## src/rtl/product_accumulator.sv

```systemverilog
// Accumulates a programmed number of unsigned products from a valid/ready stream
// and presents the wrapped sum with a sticky overflow flag on a valid/ready output.
module product_accumulator #(
    parameter int unsigned PROD_W = 16,
    parameter int unsigned ACC_W  = 24,
    parameter int unsigned CNT_W  = 8
) (
    input  logic              clk,
    input  logic              rst,
    input  logic              start,
    input  logic [CNT_W-1:0]  len,
    input  logic              in_valid,
    output logic              in_ready,
    input  logic [PROD_W-1:0] in_prod,
    output logic              out_valid,
    input  logic              out_ready,
    output logic [ACC_W-1:0]  out_sum,
    output logic              out_ovf,
    output logic              busy
);

    typedef enum logic [1:0] {
        IDLE  = 2'd0,
        ACCUM = 2'd1,
        DONE  = 2'd2
    } state_t;

    state_t           state;
    state_t           state_next;
    logic [ACC_W-1:0] acc;
    logic [ACC_W-1:0] acc_next;
    logic             ovf;
    logic             ovf_next;
    logic [CNT_W-1:0] remaining;
    logic [CNT_W-1:0] remaining_next;
    logic [ACC_W-1:0] sum_q;
    logic [ACC_W-1:0] sum_next;
    logic             sum_ovf_q;
    logic             sum_ovf_next;

    logic [ACC_W:0]   prod_ext;
    logic [ACC_W:0]   acc_sum;
    logic             beat;

    assign prod_ext = {{(ACC_W + 1 - PROD_W){1'b0}}, in_prod};
    assign acc_sum  = {1'b0, acc} + prod_ext;
    assign beat     = in_valid && (state == ACCUM);

    always_ff @(posedge clk) begin
        if (rst) begin
            state     <= IDLE;
            acc       <= '0;
            ovf       <= 1'b0;
            remaining <= '0;
            sum_q     <= '0;
            sum_ovf_q <= 1'b0;
        end else begin
            state     <= state_next;
            acc       <= acc_next;
            ovf       <= ovf_next;
            remaining <= remaining_next;
            sum_q     <= sum_next;
            sum_ovf_q <= sum_ovf_next;
        end
    end

    // The result register is loaded only on entry to DONE, so the last result
    // survives the return to IDLE and a later restart that clears acc.
    always_comb begin
        state_next     = state;
        acc_next       = acc;
        ovf_next       = ovf;
        remaining_next = remaining;
        sum_next       = sum_q;
        sum_ovf_next   = sum_ovf_q;

        case (state)
            IDLE: begin
                if (start) begin
                    acc_next = '0;
                    ovf_next = 1'b0;
                    if (len == '0) begin
                        state_next   = DONE;
                        sum_next     = '0;
                        sum_ovf_next = 1'b0;
                    end else begin
                        state_next     = ACCUM;
                        remaining_next = len;
                    end
                end
            end
            ACCUM: begin
                if (beat) begin
                    acc_next       = acc_sum[ACC_W-1:0];
                    ovf_next       = ovf | acc_sum[ACC_W];
                    remaining_next = remaining - CNT_W'(1);
                    if (remaining == CNT_W'(1)) begin
                        state_next   = DONE;
                        sum_next     = acc_sum[ACC_W-1:0];
                        sum_ovf_next = ovf | acc_sum[ACC_W];
                    end
                end
            end
            DONE: begin
                if (out_ready) begin
                    state_next = IDLE;
                end
            end
            default: begin
                state_next = IDLE;
            end
        endcase
    end

    assign in_ready  = (state == ACCUM);
    assign out_valid = (state == DONE);
    assign busy      = (state != IDLE);
    assign out_sum   = sum_q;
    assign out_ovf   = sum_ovf_q;

endmodule

```

## config.mk

```make
export PLATFORM = sky130hd
export DESIGN_NAME = product_accumulator
export DESIGN_NICKNAME = d
export VERILOG_FILES = /design/src/rtl/product_accumulator.sv
export SDC_FILE = /design/constraint.sdc
export NUM_CORES = 1
export LEC_CHECK = 0
export BUFFER_PORTS_ARGS = -buffer_cell sky130_fd_sc_hd__buf_2
export CAP_MARGIN = 15
export CORE_MARGIN = 2
export CORE_UTILIZATION = 42
export CTS_CLUSTER_DIAMETER = 150
export DETAILED_ROUTE_END_ITERATION = 6
export SKIP_LAST_GASP = 1
export SLEW_MARGIN = 10
export SYNTH_ARGS = -nofsm -noshare
export SYNTH_HDL_FRONTEND = slang
export SYNTH_SLANG_ARGS = --single-unit
```

## constraint.sdc

```tcl
create_clock -name clk -period 7.5 [get_ports clk]
set_input_delay 0 -clock clk [delete_from_list [all_inputs] [get_ports clk]]
set_output_delay 0 -clock clk [all_outputs]
set_load 0.03 [all_outputs]
```

==> flow_summary.ini, run 1 <==
[status]
outcome = complete, no violations

[sta]
timing.final.setup_violations = 0
fmaxAchievable_ghz = 0.375
period_utilization = 0.356
clock-skew-final_ns = 0.00852
hold-worst-slack_ns = 0.00954
finalHoldViolations = 0
finalCriticalPeriod_ns = 2.67
final.setup.tns_ns = 0
relSlewSlack = 0.416
rsz0062_at_grt = false
number_of_pins_with_negative_max_slew_slack_in_the_final_report = 0
tightestPinTransition_ns = 0.873

[synth]
synth_enable_flop_cells = 0
yosysSeqAreaShare = 0.320
syn-mean-instance-area_sq_um = 7.65
synth_ff_type = sky130_fd_sc_hd__dfxtp_1
post_synth_main_area_contributors = sky130_fd_sc_hd__dfxtp_1 32%, sky130_fd_sc_hd__a21oi_1 7.7%, sky130_fd_sc_hd__nand2_1 7.7%
netlist_top_cells_count = 77 x sky130_fd_sc_hd__nand2_1, 60 x sky130_fd_sc_hd__dfxtp_1, 58 x sky130_fd_sc_hd__a21oi_1
synthMostInstantiatedCell = sky130_fd_sc_hd__nand2_1
yosys_register_bits = 60
top_area_cell_type_share_of_the_netlist_area = 0.320
cell_area_synth_sq_um = 3750
synthesized_instance_count = 491
synthesis.nets = 539
synth.yosys.warnings = 0
number_of_distinct_library_cells_after_synthesis = 59
synthDominantAreaCellType = sky130_fd_sc_hd__dfxtp_1
synthArstFlopShare = 0

[min_path]
hold_class = in2reg
hold_depth = 3

[global_routing]
grt_first_pass_wirelength_mm = 17.1
number_of_antenna_violations_at_the_first_check_in_global_routing = 0
globalRoute.totalOverflow = 0
largest_net_degree_at_the_start_of_global_routing = 54
grt_use_total = 0.219
number_of_global_route_vias_before_repair = 3311

[drt]
detail-route-antenna-nets = 0
drt-initial-drc-count = 188
wire_per_inst_um = 16.2
via_count = 3740
firstDrtPassIters = 5
route.detailed.vias_per_inst = 5.79
detail_route.drc_violations = 0
route.final.wire_length_mm = 10.5

[clocking]
clockBufferDepth = 2
cts-root-buf = sky130_fd_sc_hd__clkbuf_8
cts_buffers = 9
clkSlewWorstSetupHoldPaths_ns = 0.07
cts_htree_levels = 3
insertion_delay_ns = 0.35
cts.sinks = 60
cts_tree = built
cts.repair.resized = 0

[worst_setup_path]
path_buf_inv = 2
timing.critical_path.fanout_max = 36
critPathRequiredTime_ns = 7.74
worst_setup_path_class = reg2reg
critPathCaptureType = flop
cp_data_arrival_time_ns = 2.90
setup.worst_path.start_class = flop
r2r.worst_path.cells = 7
timing.critical_path.depth = 7
crit_path_top_delay_cell = sky130_fd_sc_hd__clkinv_1
crit_path_cell_trace = nand2b_1 > buf_4 > clkinv_1 > and3_1 > nand2_1 > nor2_1 > a311o_1
crit_family = buffers and inverters
critical-path-max-stage-delay_ns = 0.78

[die]
die_height_um = 98.6
starting_density_of_the_core = 0.433
boundaryPins = 57
site_row_count = 34
fp.dieArea_sq_um = 9710
core_area_sq_um = 8680
chipWidth_um = 98.6

[layout]
final_nets = 582
areaGrowthSynthToFinish_pct = 14.2
number_of_diodes_added_for_antenna_fixing = 0
layout-drive-gt1-share = 0.152
fillerInstances = 888

[power]
largest_voltage_drop_on_the_vdd_net_uv = 104
power_per_cell_area_nw_per_um2 = 204
power.static_leakage_uw = 0.00175

[run]
cap_violations = 0

[place]
hpwl_mm = 7.38
place.port_buffers = 56
gp_routability_congestion = 0.875
per-stage QoR:
stage	util	worst slack [ns]	instances	power [uW]	area [sq um]
floorplan	-	5.13	491	513	3750
global placement	0.468	4.90	629	566	4070
detailed placement	0.468	4.84	629	569	4070
CTS	0.494	4.82	646	881	4290
global route	0.494	4.58	646	921	4290
finish	0.494	4.83	646	875	4290
placed cells by master, fill, tap and decap left out, drive strengths merged, types with 8 or more instances in the layout:
cell type,netlist,final
a21oi,58,58
nand3,21,21
or3,9,9
and3,10,10
nor2,37,37
nor3,17,17
clkbuf,16,14
a211oi,8,8
ha,18,18
dfxtp,60,60
nand2,77,77
o21ai,30,30
buf,15,61
timing repair:
item	CTS	global route
endpoints found under the hold margin	2	0
hold buffers	2	0
setup buffers	0	0
registers in the layout, indices dropped and copies added, names as in the netlist:
name and cells:
acc 24, remaining 8, out_sum 24, ovf 1
out_ovf 1, state 2
worst register-to-register path: stages (launching register included):
cell and delay (ns):
sky130_fd_sc_hd__dfxtp_1 0.41, sky130_fd_sc_hd__nand2b_1 0.13, sky130_fd_sc_hd__buf_4 0.35, sky130_fd_sc_hd__clkinv_1 0.78
sky130_fd_sc_hd__and3_1 0.52, sky130_fd_sc_hd__nand2_1 0.06, sky130_fd_sc_hd__nor2_1 0.04, sky130_fd_sc_hd__a311o_1 0.27
layout make-up:
| type | count | area, sq um | area share |
|---|---|---|---|
| Multi-Input combinational cell | 394 | 2390 | 0.557 |
| Tap cell | 108 | 135 | 0.0315 |
| Sequential cell | 60 | 1200 | 0.280 |
| Clock buffer | 14 | 173 | 0.0403 |
| Timing Repair Buffer | 63 | 338 | 0.0788 |
| Clock inverter | 1 | 30.0 | 0.00700 |
| Inverter | 6 | 22.5 | 0.00525 |
cells by family (layout without fill, tap and decap cells):
group                    Yosys count  after routing  synth area share
AND/OR/NAND/NOR                  209            209             0.269
AO/OA/AOI/OAI                    148            148             0.258
adder cells (fa/ha/maj)           19             19            0.0653
multiplexers                       6              6            0.0160
buffers and inverters             37             84            0.0440
flip-flops                        60             60             0.320
XOR/XNOR                          12             12            0.0280
metal layers:
layer	part of all wire	global-route usage
met1	0.48	0.304
met2	0.45	0.339
met3	0.049	0.0454
met4	0.017	0.0801
met5	0	0
final timing paths:
check | start | to | slack, ns
hold reg to reg | out_sum[17] | out_sum[17] | 0.45
hold / removal | len[0] | remaining[0] | 0.01
setup reg to reg | state[1] | out_sum[14] | 4.83
setup / recovery | state[1] | out_sum[14] | 4.83
where the power goes:
group          internal (uW)  switching (uW)  total, uW
Combinational           71.9             143        215
Sequential               335            14.1        349
Clock                    179             132        311
Total                    587             289        875
Power figures use the tool's default switching activity.
==> inputs of run 2 (changes only) <==
clock period = 2.5 ns   (was 7.5 ns; I/O delays follow)
==> run 2 against run 1 <==
Compared with the run above:
- fmax grew 11%
- global-route usage grew 1.7 points
- die area is the same
- sequential cell count is the same
- non-clock buffer count grew 20
- clock power grew to 3.1 times the previous value
- highest routed layer unchanged
==> flow_summary.ini, run 2 (synthesis results as in run 1) <==
[sta]
period_utilization = 0.961
fmaxAchievable_ghz = 0.416
relSlewSlack = 0.580
tightestPinTransition_ns = 0.623
finalCriticalPeriod_ns = 2.40
finalHoldViolations = 0
number_of_pins_with_negative_max_slew_slack_in_the_final_report = 0
clock-skew-final_ns = 0.0120
timing.final.setup_violations = 0
rsz0062_at_grt = true
final.setup.worst_slack_ns = 0.0971

[place]
gp_routability_congestion = 0.906
place.port_buffers = 56
dpl.cell_count = 648
detailedPlace.worstSlack_ns = 0.0388
hpwl_mm = 8.03

[status]
outcome = complete, no violations

[drt]
firstDrtPassIters = 6
drt-initial-drc-count = 169
via_count = 3833
detail_route.drc_violations = 0
detail-route-antenna-nets = 0
wire_per_inst_um = 16.5
route.detailed.vias_per_inst = 5.75
route.final.wire_length_mm = 11.0

[global_routing]
globalRoute.busiestLayer = met2
met2_usage = 0.392
number_of_global_route_vias_before_repair = 3791
grt_use_total = 0.237
grt_first_pass_wirelength_mm = 18.6
number_of_antenna_violations_at_the_first_check_in_global_routing = 0
groute.layer.met3.usage = 0.0433
groute.layer.met1.usage = 0.309
largest_net_degree_at_the_start_of_global_routing = 32
globalRoute.totalOverflow = 0

[clocking]
cts_htree_levels = 3
clkSlewWorstSetupHoldPaths_ns = 0.08
cts-root-buf = sky130_fd_sc_hd__clkbuf_8
clockBufferDepth = 2
cts_buffers = 9
cts_tree = built
insertion_delay_ns = 0.35
cts.sinks = 60
post_cts_setup_buffer_count = 0

[min_path]
hold_class = in2reg

[worst_setup_path]
critPathRequiredTime_ns = 2.74
worst_setup_path_class = reg2reg
timing.critical_path.fanout_max = 5
setup.worst_path.start_class = flop
critical-path-max-stage-delay_ns = 0.49
crit_path_top_delay_cell = sky130_fd_sc_hd__or4_1
crit_path_cell_trace = ha_1 > and3_1 > a221oi_4 > buf_4 > or4_1 > a31oi_2 > nor2_1 > a311o_1
critPathCaptureType = flop
cp_data_arrival_time_ns = 2.65

[layout]
final_nets = 602
areaGrowthSynthToFinish_pct = 20.0
most-common-layout-cells = 76 x sky130_fd_sc_hd__nand2_1, 60 x sky130_fd_sc_hd__dfxtp_1, 57 x sky130_fd_sc_hd__a21oi_1
layoutNonFillerInstCount = 667
fillerInstances = 899
number_of_diodes_added_for_antenna_fixing = 0
layout-drive-gt1-share = 0.199
leading_cell_type_in_the_layout_fill_and_taps_excluded = sky130_fd_sc_hd__nand2_1

[power]
power.static_leakage_uw = 0.00184
largest_voltage_drop_on_the_vdd_net_uv = 315
report.power.total_uw = 2720
power_per_cell_area_nw_per_um2 = 603

[die]
chipWidth_um = 98.6
boundaryPins = 57
site_row_count = 34
die_height_um = 98.6
fp.dieArea_sq_um = 9710
starting_density_of_the_core = 0.433
core_area_sq_um = 8680

[run]
cap_violations = 0
## run 2: cell types whose count changed in the layout (fill, tap and decap cells not counted), sizes merged
| cell | before | now |
|---|---|---|
| buf | 61 | 80 |
| dlygate4sd3 | 2 | 3 |
| clkbuf | 14 | 13 |
| clkinv | 2 | 4 |
## run 2: cell type report
type | instances | area [sq um] | area share
clock inverters | 3 | 43.8 | 0.00972
inverters | 6 | 22.5 | 0.00500
well taps | 108 | 135 | 0.0300
multi-input cells | 394 | 2440 | 0.542
clock buffers | 13 | 169 | 0.0375
flip-flops and latches | 60 | 1200 | 0.267
repair buffers | 83 | 494 | 0.110
## run 2: path summary, 6_finish.rpt
kind	startpoint	endpoint	slack [ns]	cells after the start
max reg2reg	acc[5]	out_sum[14]	0.1	8
min reg2reg	out_sum[5]	out_sum[5]	0.45	2
min	len[7]	remaining[7]	0.01	5
max	acc[5]	out_sum[14]	0.1	8
## run 2: repair_timing
item | CTS | global route
endpoints found under the hold margin | 3 | 0
hold buffers | 3 | 0
gates resized for setup | 0 | 14
setup endpoints to repair | 0 | 11
## run 2: report_power, final
group	internal [uW]	switching, uW	total [uW]
combinational	261	455	715
sequential	1010	39.9	1050
clock	543	412	956
total	1810	907	2720
## run 2: stage by stage
| stage | utilization | hold WS [ns] | cell area [sq um] | TNS (ns) |
|---|---|---|---|---|
| 6_report | 0.519 | 0.0103 | 4510 | 0 |
| 5_1_grt | 0.519 | 0.0122 | 4510 | -0.0334 |
| 4_1_cts | 0.513 | 0.00487 | 4450 | 0 |
| 3_5_place_dp | 0.485 | 0.274 | 4210 | 0 |
| 3_3_place_gp | 0.485 | 0.264 | 4210 | 0 |
| 2_1_floorplan | - | 0.182 | 3750 | 0 |
## run 2: worst max-delay path: cells and delay by family, from the launching register on
kind                       cells  cell delay [ns]
DFF                            1             0.31
buffers and inverters          1             0.17
adders and majority gates      1             0.40
AOI/OAI and AO/OA              3             0.61
and+or+nand+nor                3             0.81
## run 2: layer usage
metal / wire, um / up-vias
li1: - / 1914
met1: 5140 / 1784
met2: 5130 / 115
met3: 543 / 20
met4: 197 / 0
met5: 0 / -
==> inputs of run 3 (changes only) <==
--- a/config.mk
+++ b/config.mk
@@ -9,7 +9,8 @@
 export CAP_MARGIN = 15
 export CORE_MARGIN = 2
-export CORE_UTILIZATION = 42
+export CORE_UTILIZATION = 57
 export CTS_CLUSTER_DIAMETER = 150
 export DETAILED_ROUTE_END_ITERATION = 6
+export PLACE_DENSITY = 0.8
 export SKIP_LAST_GASP = 1
 export SLEW_MARGIN = 10
==> constraint.sdc (replaced) <==
create_clock -name clk -period 2.5 [get_ports clk]
set_input_delay 0 -clock clk [delete_from_list [all_inputs] [get_ports clk]]
set_output_delay 0 -clock clk [all_outputs]
set_load 0.01 [all_outputs]
==> run 3 against run 2 <==
Compared with the run above:
- design area shrank 0.47%
- sequential cell count unchanged
- clock power up 1%
- register-to-register slack got worse by 0.05 ns
- worst hold slack worse by 0.010 ns
- sequential power hardly changed
- setup slack got worse by 0.054 ns
- combinational power decreased by 4.2%
- first-iteration DRC count up 63%
- total power shrank 0.79%
- routed wire length fell by 6.8%
- highest routed layer unchanged
==> flow_summary.ini, run 3 (synthesis results as in run 1) <==
[sta]
clock-skew-final_ns = 0.0142
relSlewSlack = 0.607
tightestPinTransition_ns = 0.584
timing.final.setup_violations = 0
rsz0062_at_grt = true
hold-worst-slack_ns = 0.000285
final.setup.tns_ns = 0
finalHoldViolations = 0
period_utilization = 0.983
number_of_pins_with_negative_max_slew_slack_in_the_final_report = 0
finalCriticalPeriod_ns = 2.46
fmaxAchievable_ghz = 0.407

[worst_setup_path]
cp-endpoint = out_sum[14]
worst_r2r_startpoint = acc[4]
setup.worst_path.start_class = flop
cp_data_arrival_time_ns = 2.69
ff2ff_setup_slack_ns = 0.04
worst_setup_path_class = reg2reg
crit_start = acc[4]
r2r.worst_path.cells = 8
rr_endpoint = out_sum[14]
critPathRequiredTime_ns = 2.73
critPathCaptureType = flop
timing.critical_path.fanout_max = 7

[power]
power.static_leakage_uw = 0.00187
largest_voltage_drop_on_the_vdd_net_uv = 634
power_per_cell_area_nw_per_um2 = 601

[global_routing]
number_of_global_route_vias_before_repair = 3553
grt_use_total = 0.284
largest_net_degree_at_the_start_of_global_routing = 39
globalRoute.totalOverflow = 0
number_of_antenna_violations_at_the_first_check_in_global_routing = 0
grt_first_pass_wirelength_mm = 16.7

[drt]
route.final.wire_length_mm = 10.3
detail-route-antenna-nets = 0
detail_route.drc_violations = 0
route.detailed.vias_per_inst = 6.17
wire_per_inst_um = 16.0
drt-initial-drc-count = 275
via_count = 3956
firstDrtPassIters = 4

[layout]
final_area_sq_um = 4490
number_of_diodes_added_for_antenna_fixing = 0
seqCellArea_sq_um = 1200
most-common-layout-cells = 77 x sky130_fd_sc_hd__nand2_1, 59 x sky130_fd_sc_hd__dfxtp_1, 58 x sky130_fd_sc_hd__a21oi_1
fillerInstances = 522
multiInputGateArea_sq_um = 2420
postLayoutCoreUtil = 0.706
final_nets = 607
leading_cell_type_in_the_layout_fill_and_taps_excluded = sky130_fd_sc_hd__nand2_1
areaGrowthSynthToFinish_pct = 19.5
layout-drive-gt1-share = 0.204

[clocking]
cts_htree_levels = 3
clockBufferDepth = 2
insertion_delay_ns = 0.35
cts-root-buf = sky130_fd_sc_hd__clkbuf_8
cts_tree = built
cts.sinks = 60
cts_buffers = 9
clkSlewWorstSetupHoldPaths_ns = 0.08

[place]
place.port_buffers = 56
gp_routability_congestion = 0.958
post_dp_cell_area_sq_um = 4180
hpwl_mm = 7.30

[die]
boundaryPins = 57
chipWidth_um = 85.2
fp.dieArea_sq_um = 7250
core_area_sq_um = 6350
site_row_count = 29
die_height_um = 85.2
starting_density_of_the_core = 0.591

[run]
cap_violations = 0

[status]
outcome = complete, no violations

[min_path]
hold_class = in2reg
## run 3: changes by cell type in the layout (fill, tap and decap cells not counted), sizes merged
cell,change
bufinv,+1
clkbuf,-3
clkinvlp,+2
buf,+6
dlygate4sd3,-1
## run 3: how the worst min path moves through the flow
stage	from	to	slack [ns]	cells past startpoint
global route	in_valid	state[0]	0.02	4
finish	len[7]	remaining[7]	0.0003	5
detailed placement	out_ready	state[1]	0.27	3
floorplan	out_ready	state[1]	0.18	2
CTS	in_valid	state[0]	0.0005	4
global placement	out_ready	state[1]	0.26	3
## run 3: cell type report
class                      count  area share
tap                           77      0.0215
timing repair buffer          88       0.118
clock inverter                 6      0.0198
inverter                       6     0.00502
sequential                    60       0.268
clock buffer                  10      0.0285
multi-input combinational    394       0.539
## run 3: worst max-delay path, stage by stage, from the launching register on
cell and delay, ns:
sky130_fd_sc_hd__dfxtp_1 0.32, sky130_fd_sc_hd__ha_1 0.40, sky130_fd_sc_hd__and3_1 0.24, sky130_fd_sc_hd__a221oi_4 0.09, sky130_fd_sc_hd__buf_4 0.17, sky130_fd_sc_hd__or4_1 0.48, sky130_fd_sc_hd__a31oi_2 0.27, sky130_fd_sc_hd__nor2_1 0.10
sky130_fd_sc_hd__a311o_1 0.27
## run 3: report_power, final
part	internal [uW]	switching [uW]
clock network	561	406
logic	264	421
registers	1010	37.1
total	1830	864
## run 3: timing repair
action | 4_1_cts | 5_1_grt
hold endpoints to repair | 2 | 0
setup buffers | 2 | 2
resized for setup | 0 | 11
hold buffers | 2 | 0
setup endpoints to repair | 3 | 16
pin swaps | 2 | 5
## run 3: layer usage
metal | GRT usage | share of wire | routed length [um]
met5 | 0 | 0 | 0
met4 | 0.111 | 0.029 | 302
met3 | 0.0749 | 0.065 | 668
met2 | 0.447 | 0.46 | 4680
met1 | 0.373 | 0.45 | 4620
## run 3: per-stage QoR
stage,power (uW),instances,setup WS (ns)
3_5_place_dp,1720,619,-0.00754
6_report,2690,641,0.0431
3_3_place_gp,1700,619,0.0274
2_1_floorplan,1510,491,0.134
4_1_cts,2680,639,0.0334
5_1_grt,2820,641,-0.0280
